`src/rtl/qbert_move_tracker.sv`:
```
// Q*bert pyramid position and cube-colour tracker: accepts hop requests, times
// each hop or fall in video frames, then lands (colouring the cube) or respawns at the apex.
module qbert_move_tracker #(
  parameter int ROWS        = 7,
  parameter int N_cube      = 28,
  parameter int MOVE_FRAMES = 4,
  parameter int FALL_FRAMES = 8,
  parameter bit TOGGLE      = 1'b0
) (
  input  logic              clk,
  input  logic              reset,
  input  logic              frame_tick,
  input  logic              jump_req,
  input  logic [2:0]        e_jump_qb,
  input  logic              level_clear,
  output logic [N_cube-1:0] position_qb,
  output logic [N_cube-1:0] e_next_qb,
  output logic [N_cube-1:0] e_color_state,
  output logic              done_move,
  output logic              fell,
  output logic              busy,
  output logic              level_done,
  output logic [1:0]        dbg_state
);

  localparam int RW = $clog2(ROWS + 1);
  localparam int MAXF = (MOVE_FRAMES > FALL_FRAMES) ? MOVE_FRAMES : FALL_FRAMES;
  localparam int CW = $clog2(MAXF + 1);
  localparam logic [N_cube-1:0] APEX = {{(N_cube-1){1'b0}}, 1'b1};

  typedef enum logic [1:0] {S_IDLE, S_MOVING, S_LAND, S_FALL} state_t;

  state_t            r_state, w_state_nxt;
  logic [CW-1:0]     r_cnt;
  logic [RW-1:0]     r_row, r_col, r_trow, r_tcol;
  logic [N_cube-1:0] r_pos, r_next, r_color, w_target_oh;
  logic              r_fell, r_level_done;
  logic              w_code_ok, w_off, w_accept, w_fall_start, w_land, w_fall_done, w_cnt_dec;
  int                w_dr, w_dc, w_tr, w_tc;

  function automatic logic [N_cube-1:0] f_onehot(input logic [RW-1:0] r, input logic [RW-1:0] c);
    int idx;
    idx = (int'(r) * (int'(r) + 1)) / 2 + int'(c);
    f_onehot = '0;
    for (int i = 0; i < N_cube; i++) f_onehot[i] = (i == idx);
  endfunction

  // Target is computed in signed 32-bit so moves off the top or sides go negative, never wrap.
  always_comb begin
    w_dr      = 0;
    w_dc      = 0;
    w_code_ok = 1'b1;
    case (e_jump_qb)
      3'd1:    w_dr = -1;
      3'd2:    begin w_dr = -1; w_dc = -1; end
      3'd3:    begin w_dr = 1;  w_dc = 1;  end
      3'd4:    w_dr = 1;
      default: w_code_ok = 1'b0;
    endcase
    w_tr        = int'(r_row) + w_dr;
    w_tc        = int'(r_col) + w_dc;
    w_off       = (w_tr < 0) || (w_tc < 0) || (w_tc > w_tr) || (w_tr >= ROWS);
    w_target_oh = f_onehot(RW'(w_tr), RW'(w_tc));
  end

  always_comb begin
    w_state_nxt  = r_state;
    w_accept     = 1'b0;
    w_fall_start = 1'b0;
    w_land       = 1'b0;
    w_fall_done  = 1'b0;
    w_cnt_dec    = 1'b0;
    case (r_state)
      S_IDLE: begin
        if (jump_req && w_code_ok) begin
          if (w_off) begin
            w_state_nxt  = S_FALL;
            w_fall_start = 1'b1;
          end else begin
            w_state_nxt = S_MOVING;
            w_accept    = 1'b1;
          end
        end
      end
      S_MOVING: begin
        if (frame_tick) begin
          if (r_cnt == CW'(1)) begin
            w_state_nxt = S_LAND;
            w_land      = 1'b1;
          end else begin
            w_cnt_dec = 1'b1;
          end
        end
      end
      S_LAND: w_state_nxt = S_IDLE;
      S_FALL: begin
        if (frame_tick) begin
          if (r_cnt == CW'(1)) begin
            w_state_nxt = S_IDLE;
            w_fall_done = 1'b1;
          end else begin
            w_cnt_dec = 1'b1;
          end
        end
      end
      default: w_state_nxt = S_IDLE;
    endcase
  end

  always_ff @(posedge clk or negedge reset) begin
    if (!reset) begin
      r_state      <= S_IDLE;
      r_cnt        <= '0;
      r_row        <= '0;
      r_col        <= '0;
      r_trow       <= '0;
      r_tcol       <= '0;
      r_pos        <= APEX;
      r_next       <= APEX;
      r_color      <= '0;
      r_fell       <= 1'b0;
      r_level_done <= 1'b0;
    end else if (level_clear) begin
      r_state      <= S_IDLE;
      r_cnt        <= '0;
      r_row        <= '0;
      r_col        <= '0;
      r_trow       <= '0;
      r_tcol       <= '0;
      r_pos        <= APEX;
      r_next       <= APEX;
      r_color      <= '0;
      r_fell       <= 1'b0;
      r_level_done <= 1'b0;
    end else begin
      r_state      <= w_state_nxt;
      r_fell       <= w_fall_done;
      r_level_done <= &r_color;
      if (w_accept) begin
        r_next <= w_target_oh;
        r_trow <= RW'(w_tr);
        r_tcol <= RW'(w_tc);
        r_cnt  <= CW'(MOVE_FRAMES);
      end
      if (w_fall_start) r_cnt <= CW'(FALL_FRAMES);
      if (w_cnt_dec) r_cnt <= r_cnt - CW'(1);
      // Colour and position change on the same edge that raises done_move.
      if (w_land) begin
        r_pos   <= r_next;
        r_row   <= r_trow;
        r_col   <= r_tcol;
        r_color <= TOGGLE ? (r_color ^ r_next) : (r_color | r_next);
        r_cnt   <= '0;
      end
      if (w_fall_done) begin
        r_pos  <= APEX;
        r_next <= APEX;
        r_row  <= '0;
        r_col  <= '0;
        r_cnt  <= '0;
      end
    end
  end

  assign position_qb   = r_pos;
  assign e_next_qb     = r_next;
  assign e_color_state = r_color;
  assign done_move     = (r_state == S_LAND);
  assign fell          = r_fell;
  assign busy          = (r_state == S_MOVING) || (r_state == S_FALL);
  assign level_done    = r_level_done;
  assign dbg_state     = r_state;

endmodule

```
`config.mk`:
```
export PLATFORM = sky130hd
export DESIGN_NAME = qbert_move_tracker
export DESIGN_NICKNAME = d
export VERILOG_FILES = /design/src/rtl/qbert_move_tracker.sv
export SDC_FILE = /design/constraint.sdc
export NUM_CORES = 1
export LEC_CHECK = 0
export ABC_AREA = 1
export BUFFER_PORTS_ARGS = -buffer_cell sky130_fd_sc_hd__buf_2
export CAP_MARGIN = 20
export CELL_PAD_IN_SITES_DETAIL_PLACEMENT = 1
export CELL_PAD_IN_SITES_GLOBAL_PLACEMENT = 1
export CORE_MARGIN = 3
export CORE_UTILIZATION = 45
export CTS_BUF_LIST = sky130_fd_sc_hd__clkbuf_16
export CTS_CLUSTER_DIAMETER = 200
export DETAILED_ROUTE_END_ITERATION = 8
export HOLD_SLACK_MARGIN = 0.08
export PLACE_DENSITY_LB_ADDON = 0.08
export SLEW_MARGIN = 20
export SYNTH_ARGS = -nofsm -noshare
export SYNTH_HDL_FRONTEND = slang
export SYNTH_SLANG_ARGS = --single-unit
```
`constraint.sdc`:
```
create_clock -name clk -period 7.3 [get_ports clk]
set_input_delay 0.73 -clock clk [delete_from_list [all_inputs] [get_ports clk]]
set_output_delay 0.73 -clock clk [all_outputs]
set_load 0.02 [all_outputs]
```
# == Yosys cells after proc, flatten, opt, wreduce, memory -nomap -nowiden ==
# Cells that the tools add are included.
# Widths: inputs -> output; s select.
# word_totals
regBits,104
inputBits,8
out_inout_bits,90
elab_cells,132
# op_classes
addsub,6
n_mul,1
order_cmp,4
eq_ne,40
muxes,50
bitwise,2
reduce_logical,18
# ops
cell,count
$eq 6x32->1 const A,12
$eq 5x32->1 const A,8
$mux 28,8
$eq 4x32->1 const A,4
$pmux 32 s2,2
$add 4x32->32,2
$eq 3x32->1 const A,2
$lt 32x1->1 const B,2
$add 32x1->32,1
$add 32x4->32,1
$eq 2x32->1 const A,1
$ge 32x4->1 const B,1
$gt 32x32->1,1
$logic_not 32->1,1
$mux 3,10
$or 28x28->28,1
$reduce_and 28->1,1
$mux 4,6
$mux 1,16
$ne 3x3->1 const B,5
$mux 2,7
$pmux 2 s4,1
$mul 3x4->7,1
$eq 3x2->1 const B,2
other kinds (17),25

# == Longest topological paths before layout ==
# logic_depth
word_depth,17
mapped_depth,29
mapped_depth_nobuf,29

# == Worst setup path after synthesis ==
# No wires, ideal clock.
# synth_path
kind,in2reg
startpoint,input e_jump_qb[1]
endpoint,register r_next[16] (netlist: e_next_qb[16])
arrival_ns,5.167
required_time_ns,7.224
slack_ns,2.057
stages,25
n_path_buf,0
cell_sequence,nor2_1 > o21ai_0 > nand2_1 > ha_1 > inv_1 > fa_1 > xnor2_1 > inv_1 > ha_1 > nor2_1 > fa_1 > fa_1 > ha_1 > inv_1 > nor2_1 > nor2_1 > inv_1 > or2_2 > nand2_1 > inv_1 > nor2_1 > nand2_1 > nor3_1 > nand3_1 > o21ai_1
# synth_via
elab_chain_cells,13
word_cells_on_any_way,33
# synth_lines
item,line,source
"start, declared",14,"input logic [2:0] e_jump_qb,"
"$eq 3x2->1, or another cell as far along",53,case (e_jump_qb)
$reduce_or 2->1 (no source line),-,
$pmux 32 s2,53,
$add 4x32->32,60,w_tr = int'(r_row) + w_dr;
$add 3x1->4,43,idx = (int'(r) * (int'(r) + 1)) / 2 + int'(c);
$mul 3x4->7,43,
$and 1x1->1 (no source line),-,
$add 32x1->32 (no source line),-,
$add 32x4->32,43,
$eq 6x32->1,45,for (int i = 0; i < N_cube; i++) f_onehot[i] = (i == idx);
$mux 28,139,if (w_accept) begin
$mux 28,155,if (w_fall_done) begin
$mux 28,123,end else if (level_clear) begin
"end signal, assigned",140,r_next <= w_target_oh;
"end, declared",36,"logic [N_cube-1:0] r_pos, r_next, r_color, w_target_oh;"
# Parallel ways exist; a longest one is shown, timed or not. The select of a mux whose other input is x is not followed.
# A chain may end at the register's enable or synchronous reset.

# == Worst setup path after layout ==
# Same ends and word-level chain as after synthesis.

==> qor.txt <==
Final Util -> 53.8%
Yosys top cell area share -> 42.7%
critical path startpoint category -> input port
most frequent cells after synthesis -> 139 x nand2_1, 113 x inv_1, 102 x dfrtp_1, 56 x o21ai_0, 55 x ha_1
Clk pwr share -> 35.4%
MaxCap Viol Count -> 0
unrepaired setup endpoints after global routing -> false
GRT Total Usage -> 25.1%
Syn Nets -> 780
Sink Count -> 104
crit end category -> flip-flop
Detailed Route Iter0 Violations -> 310
P per Cell Area -> 199 nW/um^2
#FFs+latches synth -> 104
placed cell count -> 961
EDFF count, synth -> 0
Seq/Total Area, Yosys -> 43.6%
CP required -> 7580 ps
DIE HEIGHT -> 121 um
NumNets Final -> 869
crit path kind -> in -> reg
post-synthesis async set-or-reset flop share -> 100%
worst path bufs/invs -> 6
Lkg Pwr -> 3.66 nW
R2R Setup Slk -> 2020 ps
Final HPWL DP -> 13.4 mm
GRT Residual Overflow -> 0
vias in the first global route -> 5490
worst r2r src -> r_row[0]
final WL -> 17.9 mm
count leader, synth -> nand2_1
Max stage delay on crit path -> 490 ps
worst vdd ir -> 0.000142 V
final period utilization -> 79.4%
Worst Reg-to-Reg Cells -> 22
Power Total -> 1.38 mW
layout cells sized above 1 -> 17.1%
r2r endpoint -> e_next_qb[16]
Remaining DRCs -> 0
Post-CTS Hold Fix Bufs -> 0
Pint -> 939 uW
row count -> 41
CTS H-Tree Depth -> 3
Sw Pwr -> 437 uW
cts bufs inserted -> 9
CP top delay family -> adder cells
CP arrival -> 6070 ps
DR WL/cell -> 18.3 um
CP Max Fanout -> 7
Post-Syn Instances -> 712
setup ws final -> 1500 ps
final hold violation count -> 0
endpoints failing setup -> 0
final slew viol count -> 0
synthesized area per cell -> 8.39 um^2
Worst Hold Class -> in -> async
clk_skew -> 5.17 ps
Initial Util -> 46.6%
Placer Congestion -> 0.874
synth warn -> 0
die area -> 14700 um^2
post-route minimum period -> 5800 ps
Clock transition at path regs -> 70 ps
f_max -> 0.173 GHz
Worst path slowest cell -> fa_1
biggest area consumer among synthesized cells -> dfrtp_1
first-pass GRT wire length -> 28.8 mm
cts repair resizes -> 0
Root Driver -> clkbuf_16
core area -> 12800 um^2
max-slew headroom at the worst pin -> 36.7%
initial antenna violation count -> 0
ys flop type -> dfrtp_1
Port Buffers -> 97
Skew-Pair Late Insertion Delay -> 350 ps
antenna viol nets, final -> 0
CTS max path bufs -> 2
area post-placement -> 6580 um^2
worst slew pin tran -> 949 ps
Die X -> 121 um
pin count of the biggest net entering global routing -> 76
post-CTS setup buffers -> 0
DRT Pass-1 Iters -> 4
vias post-DR -> 5296
synth top area cells -> dfrtp_1 43%, ha_1 12%, nand2_1 8.7%
setup_tns -> 0 ps
status -> finished clean
post-route cell area -> 6900 um^2
Reg power frac -> 44.6%
Ant. Diodes -> 0
CTS tree -> yes
Netlist cell types -> 41
Mapped Area -> 5980 um^2
Comb pwr share -> 20.0%
switching share of power -> 31.8%
Final Non-Filler Cells -> 978
mean number of vias per cell -> 5.42
pre-CTS setup slack -> 1170 ps
I/O pin count -> 98
area grow syn2layout -> 15.5%
final hold slack -> 290 ps
layout make-up:
type                            count  area, um^2
Fill cell                        1609        5920
Inverter                          115         432
Timing Repair Buffer              102         546
Sequential cell                   104        2610
Multi-Input combinational cell    469        2810
Clock inverter                      7        70.1
Tap cell                          172         215
Clock buffer                        9         225
placed cells by master, fill, tap and decap left out, types with 2 or more instances in the layout:
master / Yosys / final
nor4_1: 9 / 9
nand3_1: 43 / 43
nor3_1: 5 / 5
and3_1: 2 / 2
o21ai_1: 16 / 16
a32o_1: 3 / 3
o22ai_1: 14 / 14
clkinv_1: 0 / 3
xnor2_1: 4 / 4
o21ai_0: 56 / 56
a21oi_1: 19 / 19
nor2_1: 44 / 44
nor3_2: 2 / 2
inv_2: 2 / 2
buf_4: 0 / 5
dfrtp_1: 102 / 102
clkbuf_16: 0 / 9
xor2_1: 2 / 2
nand2_1: 139 / 139
dfstp_2: 2 / 2
a21o_1: 3 / 3
nand2_2: 3 / 3
or2_2: 2 / 2
nand3_2: 2 / 2
ha_1: 55 / 55
nor2_2: 3 / 3
nor2_4: 2 / 2
nand3b_1: 3 / 3
inv_1: 113 / 112
buf_2: 1 / 96
fa_1: 5 / 5
o31ai_1: 6 / 6
nand4_1: 19 / 19
state kept, by name (all words and copies together) (netlist names):
name / flops
level_done: 1
e_next_qb: 28
r_cnt: 4
r_col: 3
fell: 1
r_trow: 3
e_color_state: 28
dbg_state: 2
position_qb: 28
r_row: 3
r_tcol: 3
routing by layer:
metal,vias up,global-route usage (%),routed length (um)
met3,15,4.90,701
met1,2675,34.2,8350
met5,-,0,0
met4,0,4.27,152
met2,92,42.2,8650
li1,2514,-,-
logic make-up after synthesis:
logic type | count (synthesis) | share of synthesized area (%)
flops | 104 | 43.6
compound gates | 122 | 11.5
fa+ha+maj | 60 | 13.2
buf+inv | 139 | 9.38
xor+xnor | 6 | 0.879
simple gates | 281 | 21.5
power by group through the flow:
stage | Clock [mW] | Sequential (mW) | Combinational (mW)
after floorplan | 0 | 0.632 | 0.173
after global placement | 0 | 0.622 | 0.257
after detailed placement | 0 | 0.624 | 0.270
after CTS | 0.500 | 0.612 | 0.274
after global routing | 0.523 | 0.615 | 0.310
final | 0.487 | 0.613 | 0.275
worst max-delay path by stage:
| stage | from | end | slack (ps) | depth (start not counted) |
|---|---|---|---|---|
| 3_5_place_dp | e_jump_qb[1] | e_next_qb[16] | 1170 | 26 |
| 3_3_place_gp | e_jump_qb[1] | e_next_qb[16] | 1620 | 26 |
| 4_1_cts | e_jump_qb[1] | e_next_qb[16] | 1530 | 26 |
| 5_1_grt | e_jump_qb[1] | e_next_qb[16] | 1040 | 26 |
| 2_1_floorplan | e_jump_qb[1] | e_next_qb[16] | 2060 | 25 |
| 6_report | e_jump_qb[1] | e_next_qb[16] | 1500 | 26 |
Power figures use the tool's default switching activity.
